File: src/rtl/otter_pl_pkg.sv
// Shared types and constants for the OTTER pipeline hazard sequencer.
package otter_pl_pkg;

    typedef enum logic [1:0] {
        RUN       = 2'd0,
        INT_DRAIN = 2'd1,
        INT_TAKE  = 2'd2
    } hz_state_t;

    localparam logic [2:0] PC_SRC_NEXT = 3'b000;
    localparam logic [2:0] PC_SRC_JALR = 3'b001;
    localparam logic [2:0] PC_SRC_BR   = 3'b010;
    localparam logic [2:0] PC_SRC_JAL  = 3'b011;
    localparam logic [2:0] PC_SRC_INTR = 3'b100;
    localparam logic [2:0] PC_SRC_MRET = 3'b101;

    typedef struct packed {
        logic pc_write;
        logic if_id_write;
        logic if_id_flush;
        logic id_ex_bubble;
        logic int_taken;
    } hz_ctrl_t;

    // Normal flow: everything advances, nothing squashed.
    localparam hz_ctrl_t CTRL_RUN    = '{pc_write: 1'b1, if_id_write: 1'b1, if_id_flush: 1'b0,
                                         id_ex_bubble: 1'b0, int_taken: 1'b0};
    // Front end frozen while a bubble enters ID/EX.
    localparam hz_ctrl_t CTRL_BUBBLE = '{pc_write: 1'b0, if_id_write: 1'b0, if_id_flush: 1'b0,
                                         id_ex_bubble: 1'b1, int_taken: 1'b0};
    localparam hz_ctrl_t CTRL_FLUSH  = '{pc_write: 1'b1, if_id_write: 1'b1, if_id_flush: 1'b1,
                                         id_ex_bubble: 1'b1, int_taken: 1'b0};
    localparam hz_ctrl_t CTRL_TAKE   = '{pc_write: 1'b1, if_id_write: 1'b1, if_id_flush: 1'b1,
                                         id_ex_bubble: 1'b1, int_taken: 1'b1};
    localparam hz_ctrl_t CTRL_RESET  = '{pc_write: 1'b0, if_id_write: 1'b0, if_id_flush: 1'b1,
                                         id_ex_bubble: 1'b1, int_taken: 1'b0};

endpackage

File: src/rtl/otter_sat_counter.sv
// Saturating event counter; clear wins over increment.
module otter_sat_counter #(
    parameter int WIDTH = 16
) (
    input  logic             clk,
    input  logic             rst,
    input  logic             inc,
    input  logic             clr,
    output logic [WIDTH-1:0] count
);

    always_ff @(posedge clk or posedge rst) begin
        if (rst) begin
            count <= '0;
        end else if (clr) begin
            count <= '0;
        end else if (inc && (count != {WIDTH{1'b1}})) begin
            count <= count + WIDTH'(1);
        end
    end

endmodule

File: src/rtl/otter_pl_hazard_ctrl.sv
// OTTER 5-stage pipeline sequencer: load-use stall, redirect flush,
// interrupt drain/take, and stall/flush performance counters.
module otter_pl_hazard_ctrl
    import otter_pl_pkg::*;
#(
    parameter int DRAIN_CYCLES = 3,
    parameter int CNT_W        = 16
) (
    input  logic             CLK,
    input  logic             RST,
    input  logic             ID_VALID,
    input  logic [31:0]      ID_PC,
    input  logic [4:0]       ID_RS1,
    input  logic [4:0]       ID_RS2,
    input  logic             ID_USES_RS1,
    input  logic             ID_USES_RS2,
    input  logic [4:0]       EX_RD,
    input  logic             EX_MEM_READ,
    input  logic             EX_REDIRECT,
    input  logic             INTR,
    input  logic             MIE,
    input  logic             CNT_CLR,
    output logic             PC_WRITE,
    output logic             IF_ID_WRITE,
    output logic             IF_ID_FLUSH,
    output logic             ID_EX_BUBBLE,
    output logic             INT_TAKEN,
    output logic [31:0]      EPC,
    output logic [CNT_W-1:0] STALL_CNT,
    output logic [CNT_W-1:0] FLUSH_CNT
);

    localparam int DRN_W = (DRAIN_CYCLES > 1) ? $clog2(DRAIN_CYCLES) : 1;
    localparam logic [DRN_W-1:0] DRAIN_LOAD = DRN_W'(DRAIN_CYCLES - 1);

    hz_state_t        state, state_next;
    logic [DRN_W-1:0] drain_cnt, drain_next;
    hz_ctrl_t         ctrl;
    logic             load_use;
    logic             epc_capture;
    logic             stall_inc;
    logic             flush_inc;

    assign load_use = ID_VALID && EX_MEM_READ && (EX_RD != 5'd0) &&
                      ((ID_USES_RS1 && (ID_RS1 == EX_RD)) ||
                       (ID_USES_RS2 && (ID_RS2 == EX_RD)));

    always_comb begin
        ctrl        = CTRL_RUN;
        state_next  = state;
        drain_next  = drain_cnt;
        epc_capture = 1'b0;
        stall_inc   = 1'b0;
        flush_inc   = 1'b0;

        case (state)
            RUN: begin
                // Redirect outranks everything: the ID instruction is wrong-path,
                // so neither a stall nor an interrupt entry may be based on it.
                if (EX_REDIRECT) begin
                    ctrl      = CTRL_FLUSH;
                    flush_inc = 1'b1;
                end else if (INTR && MIE && ID_VALID) begin
                    ctrl        = CTRL_BUBBLE;
                    epc_capture = 1'b1;
                    drain_next  = DRAIN_LOAD;
                    state_next  = INT_DRAIN;
                end else if (load_use) begin
                    ctrl      = CTRL_BUBBLE;
                    stall_inc = 1'b1;
                end
            end
            INT_DRAIN: begin
                ctrl = CTRL_BUBBLE;
                if (drain_cnt == '0) begin
                    state_next = INT_TAKE;
                end else begin
                    drain_next = drain_cnt - DRN_W'(1);
                end
            end
            INT_TAKE: begin
                ctrl       = CTRL_TAKE;
                state_next = RUN;
            end
            default: begin
                state_next = RUN;
            end
        endcase

        if (RST) begin
            ctrl = CTRL_RESET;
        end
    end

    assign PC_WRITE     = ctrl.pc_write;
    assign IF_ID_WRITE  = ctrl.if_id_write;
    assign IF_ID_FLUSH  = ctrl.if_id_flush;
    assign ID_EX_BUBBLE = ctrl.id_ex_bubble;
    assign INT_TAKEN    = ctrl.int_taken;

    always_ff @(posedge CLK or posedge RST) begin
        if (RST) begin
            state     <= RUN;
            drain_cnt <= '0;
            EPC       <= 32'd0;
        end else begin
            state     <= state_next;
            drain_cnt <= drain_next;
            if (epc_capture) begin
                EPC <= ID_PC;
            end
        end
    end

    otter_sat_counter #(.WIDTH(CNT_W)) u_stall_cnt (
        .clk   (CLK),
        .rst   (RST),
        .inc   (stall_inc),
        .clr   (CNT_CLR),
        .count (STALL_CNT)
    );

    otter_sat_counter #(.WIDTH(CNT_W)) u_flush_cnt (
        .clk   (CLK),
        .rst   (RST),
        .inc   (flush_inc),
        .clr   (CNT_CLR),
        .count (FLUSH_CNT)
    );

endmodule

File: config.mk
export PLATFORM = sky130hd
export DESIGN_NAME = otter_pl_hazard_ctrl
export DESIGN_NICKNAME = d
export VERILOG_FILES = /design/src/rtl/otter_pl_pkg.sv /design/src/rtl/otter_sat_counter.sv /design/src/rtl/otter_pl_hazard_ctrl.sv
export SDC_FILE = /design/constraint.sdc
export NUM_CORES = 1
export LEC_CHECK = 0
export BUFFER_PORTS_ARGS = -buffer_cell sky130_fd_sc_hd__buf_2
export CAP_MARGIN = 20
export CORE_MARGIN = 2
export CORE_UTILIZATION = 29
export DETAILED_ROUTE_END_ITERATION = 6
export PLACE_DENSITY = 0.57
export SKIP_LAST_GASP = 1
export SYNTH_ARGS = -nofsm -noshare
export SYNTH_HDL_FRONTEND = slang
export SYNTH_SLANG_ARGS = --single-unit
File: constraint.sdc
create_clock -name CLK -period 2.89 [get_ports CLK]
set_input_delay 0.578 -clock CLK [delete_from_list [all_inputs] [get_ports CLK]]
set_output_delay 0.578 -clock CLK [all_outputs]
set_load 0.01 [all_outputs]
# Word level (Yosys, flattened, before mapping)

Cells that the tools add are included.

Register bits after elaboration: 68
Latch bits: 0
RAM bits: 0
Bits in read-only memories: 0
Logic and storage cells: 62
Memories kept: 0

Add/subtract/negate cells: 3
Multiply operators: 0
Divide/modulo/power cells: 0
Magnitude comparators: 0
Equal/unequal tests: 10
Shift-type cells: 0
Muxes and demuxes: 26
Bitwise gates (word level): 0
Reductions and logical operators: 18

Operators by type and width:

| kind                  | number |
|---|---|
| $mux 16               | 4 |
| $add 16x1->16 const B | 2 |
| $ne 16x16->1 const B  | 2 |
| $mux 5                | 4 |
| $pmux 5 s3            | 1 |
| $mux 2                | 6 |
| $eq 5x5->1            | 2 |
| $logic_and 1x1->1     | 9 |
| $mux 1                | 9 |
| $ne 2x2->1 const B    | 4 |
| $pmux 2 s2            | 2 |
| $reduce_bool 2->1     | 3 |
| $reduce_bool 5->1     | 1 |
| $logic_not 2->1       | 2 |
| $reduce_and 4->1      | 1 |
| $reduce_and 3->1      | 1 |
| $eq 2x1->1 const B    | 1 |
| $eq 2x2->1 const B    | 1 |
| $sub 2x1->2 const B   | 1 |
| $logic_or 1x1->1      | 1 |

# Logic depth before layout (Yosys ltp)

Gate-level depths: netlist of run 1.

Depth in word-level cells: 11
Mapped depth: 8
Mapped depth without buffers: 7

# By module

Synthesis of run 1 repeated with hierarchy kept, for this count alone.

Cell total of the unflattened synthesis: 339
Area total of the unflattened synthesis: 3612.2 um^2

Modules (own cells, without submodules):

| module               | times used | cells each | area an instance (um^2) | sequential area each (um^2) |
|---|---|---|---|---|
| otter_sat_counter    | 2          | 101        | 932.1                   | 400.4 |
| otter_pl_hazard_ctrl | 1          | 137        | 1747.9                  | 900.9 |

# Worst setup path after synthesis of run 1

No wires, ideal clock.

Path type: input to output
From: input port RST
To: output port PC_WRITE
Data arrival time: 2.709 ns
Required time: 2.312 ns
Path slack: -0.397 ns
Stages on the path: 4
Buffers on the path: 1
Path through: inv_1 > o31ai_1 > a21oi_1 > buf_4

Longest elaborated chain between the ends: 1

RTL lines:

| element            | RTL line                   | source |
|---|---|---|
| start: declaration | otter_pl_hazard_ctrl.sv:10 | `input logic RST,` |
| $mux 5             | otter_pl_hazard_ctrl.sv:90 | `if (RST) begin` |
| end: declaration   | otter_pl_hazard_ctrl.sv:23 | `output logic PC_WRITE,` |

No other way between the ends.

# Worst setup path in the final report of run 1

From: input port EX_RD[0]
To: output port ID_EX_BUBBLE

Longest elaborated chain between the ends: 9
Elaborated cells on any way between the ends: 13
Those cells by class: 2 x eq/ne; 5 x mux; 6 x reduce/logical

RTL lines:

| element                                     | RTL line                                               | source |
|---|---|---|
| start: declaration                          | otter_pl_hazard_ctrl.sv:17                             | `input logic [4:0] EX_RD,` |
| $eq 5x5->1, on equally long branches        | otter_pl_hazard_ctrl.sv:45, otter_pl_hazard_ctrl.sv:46 |  |
| $logic_and 1x1->1, on equally long branches | otter_pl_hazard_ctrl.sv:45, otter_pl_hazard_ctrl.sv:46 |  |
| $logic_or 1x1->1                            | otter_pl_hazard_ctrl.sv:45                             | `((ID_USES_RS1 && (ID_RS1 == EX_RD)) \|\|` |
| $logic_and 1x1->1 *                         | otter_pl_hazard_ctrl.sv:44                             | `assign load_use = ID_VALID && EX_MEM_READ && (EX_RD != 5'd0) &&` |
| $mux 5 *                                    | otter_pl_hazard_ctrl.sv:68                             | `end else if (load_use) begin` |
| $mux 5 *                                    | otter_pl_hazard_ctrl.sv:63                             | `end else if (INTR && MIE && ID_VALID) begin` |
| $mux 5 *                                    | otter_pl_hazard_ctrl.sv:60                             | `if (EX_REDIRECT) begin` |
| $pmux 5 s3 *                                | otter_pl_hazard_ctrl.sv:56                             | `case (state)` |
| $mux 5 *                                    | otter_pl_hazard_ctrl.sv:90                             |  |
| end: declaration                            | otter_pl_hazard_ctrl.sv:26                             | `output logic ID_EX_BUBBLE,` |

Every way passes the cells marked *; elsewhere a longest branch is shown, timed or not.

==> metrics, run 1 <==
status completed; Vias/cell 4.77; Synth Cell Area 0.00342 mm²; Post-synth ARST share 1.00; post-route ant nets 0; Yosys cell types 51; Setup Skew 0.00580 ns; post-synthesis sequential area ratio 0.497; largest net degree at the start of global routing 69; global route total overflow 0; crit end category output port; fin. max-slew vios 0; final setup violation count 0; Worst Hold Slack 0.473 ns; die extent in x 113 µm; Power Density 781 mW/mm²; most frequent cells in the layout buf_2 (125), dfrtp_1 (68), mux2_2 (32), nor2_1 (27), nand2_1 (21); first-iteration detailed-routing DRC count 145; drt drc 0; vias in the first global route 2,843; Placed Cells 566; maximum vdd drop 0.000479 V; worst slack, placed 0.241 ns; CTS Buffer Depth 2; syn_nets 371; setup TNS 0 ns; fin cells 582; R2R setup slack 0.59 ns; routed vias 2,776; type of the tightest min-delay check in2reg; number of synthesized flops with an enable pin 0; total CTS buffers 9; # rows 39; Leak Pwr 2.12 nW; detailed placer's ending HPWL 5.88 mm; hold_buf cts 0; critical path class in2out; worst-path fanout max 4; Buffers on Ports 125; Initial Utilization 0.299; die area 0.0127 mm²; Warnings, synthesis 0; layout cell share with drive strength beyond 1 0.435; setup bufs post-CTS 0; root buffer cell clkbuf_16; area growth from synthesis to layout 30.9%; top_reg_cell synth dfrtp_1; Core ar. 0.0115 mm²; Final Core Density 0.391; RSZ-0062 raised after global routing no; number of diodes 0; CTS Sinks 68; worst-skew pair later-pin latency 0.33 ns; Final #Nets 498; clock-pin slew on the worst setup and hold paths 0.06 ns; H-tree Lvls 3; initial antenna violation count 0; first-pass GRT wire length 13.5 mm; most common cell after layout, fill and taps aside buf_2; post-CTS resize count 0; maximum capacitance violations 0; CTS tree done; fillers 1,128; Post-Synthesis Cells 307; Peak Freq 378 MHz; Syn Area/Cell 11.2 µm²; DRT Pass-1 Iters 4; Critical Path Start Type primary input; Final min period 2.64 ns; Final GP Congestion 0.804; register bit count reported by yosys 68; WP data arrival 2.07 ns; WP data required 2.31 ns; setup slack after layout 0.246 ns; final cycle utilization of the critical path 0.915; drt total wl 8.09 mm; Die Ht 113 µm; Avg WL per Cell 13.9 µm; total track usage 0.133; Least-Margin Pin Slew 0.883 ns; final hold vios 0; IO Pins 126; relative slew slack 0.412
==> report_power, final <==
group	switching [mW]	leakage, nW	internal, mW	total, mW
Clock	0.447	0.147	0.680	1.13
Sequential	0.144	0.882	1.21	1.35
Combinational	0.517	1.09	0.507	1.02
==> Yosys cell counts (2+ instances only) <==
cell type,instances,share of area
o31a_2,2,0.0058
o21ba_2,3,0.0088
dfrtp_1,68,0.50
nand2_1,21,0.023
nor3_1,5,0.0073
nand4_1,8,0.015
nand3_1,9,0.013
clkbuf_1,2,0.0022
buf_2,3,0.0044
o31ai_1,5,0.011
ha_1,7,0.026
and3_1,5,0.0091
o41ai_1,3,0.0077
nor2_1,27,0.030
inv_1,10,0.011
xnor2_1,17,0.043
or2_2,2,0.0037
o21ai_0,7,0.010
or4b_1,3,0.0088
xor2_1,7,0.018
a21oi_1,17,0.025
nor2b_1,4,0.0073
and4_1,2,0.0051
nor4_1,2,0.0037
or3_1,6,0.011
mux2i_1,4,0.012
or4_1,3,0.0066
mux2_2,32,0.11
==> worst max-delay path, cell delays in order <==
cell	delay (ns)
buf_2	0.12
or3_1	0.36
o311a_1	0.37
nand2_1	0.11
nand2_1	0.07
o41a_1	0.31
buf_2	0.14
==> layout make-up <==
cell class,count,area [µm²],share of cell area
clock buffers,9,225,0.0503
clock inverters,7,81.3,0.0182
inverters,10,41.3,0.00922
multi-input cells,218,1610,0.360
flip-flops and latches,68,1700,0.380
well taps,143,179,0.0399
repair buffers,127,641,0.143
==> logic make-up (layout without fill, tap and decap cells) <==
logic type,Yosys count,count (layout),synth area share
fa+ha+maj,7,7,0.0256
xor+xnor,24,24,0.0614
compound gates,44,44,0.0899
buf+inv,21,153,0.0340
simple gates,106,106,0.172
flops,68,68,0.497
mux,37,37,0.120
==> state kept, by name, indices dropped and copies added, names as in the netlist <==
register and flops:
u_flush_cnt.count 16, EPC 32, drain_cnt 2, u_stall_cnt.count 16
state 2
==> final timing paths <==
| check | from | to | cells after the start |
|---|---|---|---|
| max | EX_RD[0] | ID_EX_BUBBLE | 7 |
| min | ID_PC[12] | EPC[12]$_DFFE_PP0P_ | 2 |
| max reg2reg | state[1]$_DFFE_PP0P_ | u_stall_cnt.count[11]$_DFFE_PP0P_ | 6 |
| min reg2reg | EPC[1]$_DFFE_PP0P_ | EPC[1]$_DFFE_PP0P_ | 1 |
| max in group asynchronous | RST | drain_cnt[0]$_DFFE_PP0P_ | 3 |
| min in group asynchronous | RST | EPC[25]$_DFFE_PP0P_ | 3 |
==> per-layer routing <==
layer  wire [µm]  vias up  GRT usage
li1            -     1351          -
met4          95        0     0.0431
met2        3830       90      0.212
met3         736       10     0.0670
met1        3430     1325      0.157
met5           0        -          0
==> stage by stage <==
stage          total power [mW]  area (µm²)
3_5_place_dp               2.40        4170
6_report                   3.50        4480
4_1_cts                    3.57        4480
5_1_grt                    3.73        4480
2_1_floorplan              1.98        3430
3_3_place_gp               2.37        4170
Note: power is estimated with default switching activity, not from simulation.
==> inputs of run 2 (changes only) <==
--- a/config.mk
+++ b/config.mk
@@ -11,6 +11,7 @@
 export CORE_UTILIZATION = 29
 export DETAILED_ROUTE_END_ITERATION = 6
 export PLACE_DENSITY = 0.57
+export RECOVER_POWER = 25
 export SKIP_LAST_GASP = 1
 export SYNTH_ARGS = -nofsm -noshare
 export SYNTH_HDL_FRONTEND = slang
==> run 2 against run 1 <==
  * The run now ends with capacitance limit, slew limit left
  * Worst hold slack is essentially flat
  * Sequential power is essentially flat
  * Register-to-register slack about the same
  * Die area did not move
  * Setup slack barely moved
  * Clock skew about the same
  * Flip-flop and latch count is the same
  * Utilization decreased by 0.055 points
  * Wire length about the same
  * Cell count unchanged
  * Critical path type unchanged
  * Critical endpoint unchanged
==> metrics, run 2 (synthesis results as in run 1) <==
WP data arrival 2.07 ns; vias in the first global route 2,843; post-route ant nets 0; Final #Nets 498; Clk network pwr share 0.322; RSZ-0062 raised after global routing no; Vias/cell 4.77; Internal Pwr Total 2.39 mW; die extent in x 113 µm; switching share of power 0.317; failing checks capacitance limit, slew limit; Peak Freq 378 MHz; Seq pwr share 0.386; Initial Utilization 0.299; CTS Buffer Depth 2; root buffer cell clkbuf_16; DRT Pass-1 Iters 4; Final min period 2.64 ns; Placed Cells 566; Avg WL per Cell 13.9 µm; initial antenna violation count 0; crit end category output port; IO Pins 126; final setup violation count 0; WP data required 2.31 ns; Power Density 782 mW/mm²; largest registers EPC (32), u_flush_cnt.count (16), u_stall_cnt.count (16); routed vias 2,779; relative slew slack -0.148; # rows 39; most frequent cells in the layout buf_2 (124), dfrtp_1 (68), mux2_2 (32), nor2_1 (27), nand2_1 (21); post-CTS resize count 0; Psw 1.11 mW; setup bufs post-CTS 0; Final GP Congestion 0.804; maximum vdd drop 0.000479 V; number of diodes 0; CTS tree done; total CTS buffers 9; H-tree Lvls 3; Least-Margin Pin Slew 1.72 ns; clock-pin slew on the worst setup and hold paths 0.06 ns; layout cell share with drive strength beyond 1 0.433; hold_buf cts 0; type of the tightest min-delay check in2reg; total track usage 0.133; final cycle utilization of the critical path 0.915; Largest register FFs 32; CTS Sinks 68; most flop-heavy register EPC; fillers 1,128; Core ar. 0.0115 mm²; status finished, violations left; worst-skew pair later-pin latency 0.33 ns; register area 0.00170 mm²; Worst Hold Slack 0.473 ns; critical path class in2out; Critical Path Start Type primary input; first-iteration detailed-routing DRC count 148; area growth from synthesis to layout 30.7%; detailed placer's ending HPWL 5.88 mm; most common cell after layout, fill and taps aside buf_2; Setup Skew 0.00580 ns; first-pass GRT wire length 13.5 mm; maximum capacitance violations 1; Die Ht 113 µm; Leak Pwr 2.12 nW; drt drc 0; worst-path fanout max 4; Final Core Density 0.390; global route total overflow 0; final hold vios 0; Buffers on Ports 125; fin cells 582; Comb power frac 0.292; setup TNS 0 ns; area of the multi-input gates 0.00161 mm²; fin. max-slew vios 69; largest net degree at the start of global routing 69; die area 0.0127 mm²; drt total wl 8.09 mm
## run 2: cell types whose count changed in the layout (fill, tap and decap cells not counted), sizes merged
cell,change
buf,-2
clkbuf,+2
## run 2: worst paths after layout
kind / startpoint / depth (start not counted) / slack (ns) / endpoint
setup / recovery: EX_RD[0] / 7 / 0.25 / ID_EX_BUBBLE
hold / removal: ID_PC[12] / 2 / 0.47 / EPC[12]$_DFFE_PP0P_
setup reg to reg: state[1]$_DFFE_PP0P_ / 6 / 0.60 / u_stall_cnt.count[11]$_DFFE_PP0P_
hold reg to reg: EPC[1]$_DFFE_PP0P_ / 1 / 0.50 / EPC[1]$_DFFE_PP0P_
max in group asynchronous: RST / 3 / 0.88 / drain_cnt[0]$_DFFE_PP0P_
min in group asynchronous: RST / 3 / 0.99 / EPC[25]$_DFFE_PP0P_
## run 2: cell type report
class,instances,area share
Clock buffer,9,0.0503
Clock inverter,7,0.0182
Inverter,10,0.00867
Multi-Input combinational cell,218,0.360
Sequential cell,68,0.380
Tap cell,143,0.0400
Timing Repair Buffer,127,0.142
## run 2: metrics by stage
stage	instance area [µm²]	setup slack (ns)	total power [mW]
2_1_floorplan	3430	0.231	1.98
3_5_place_dp	4170	0.241	2.40
6_report	4470	0.246	3.50
4_1_cts	4480	0.238	3.57
3_3_place_gp	4170	0.261	2.37
5_1_grt	4470	0.167	3.73
## run 2: critical path: stages
cell     delay (ns)
buf_2          0.12
or3_1          0.36
o311a_1        0.37
nand2_1        0.11
nand2_1        0.07
o41a_1         0.31
buf_2          0.14
## run 2: power groups by stage
stage	Clock, mW	Combinational [mW]	Sequential [mW]
final	1.13	1.02	1.35
after global routing	1.21	1.13	1.38
after CTS	1.18	1.04	1.36
after detailed placement	0	1.04	1.36
after global placement	0	1.02	1.35
after floorplan	0	0.512	1.47
## run 2: per-layer routing
layer,up-vias,part of all wire,global-route usage
li1,1350,-,-
met1,1327,0.42,0.157
met2,92,0.47,0.212
met3,10,0.091,0.0670
met4,0,0.012,0.0431
met5,-,0,0
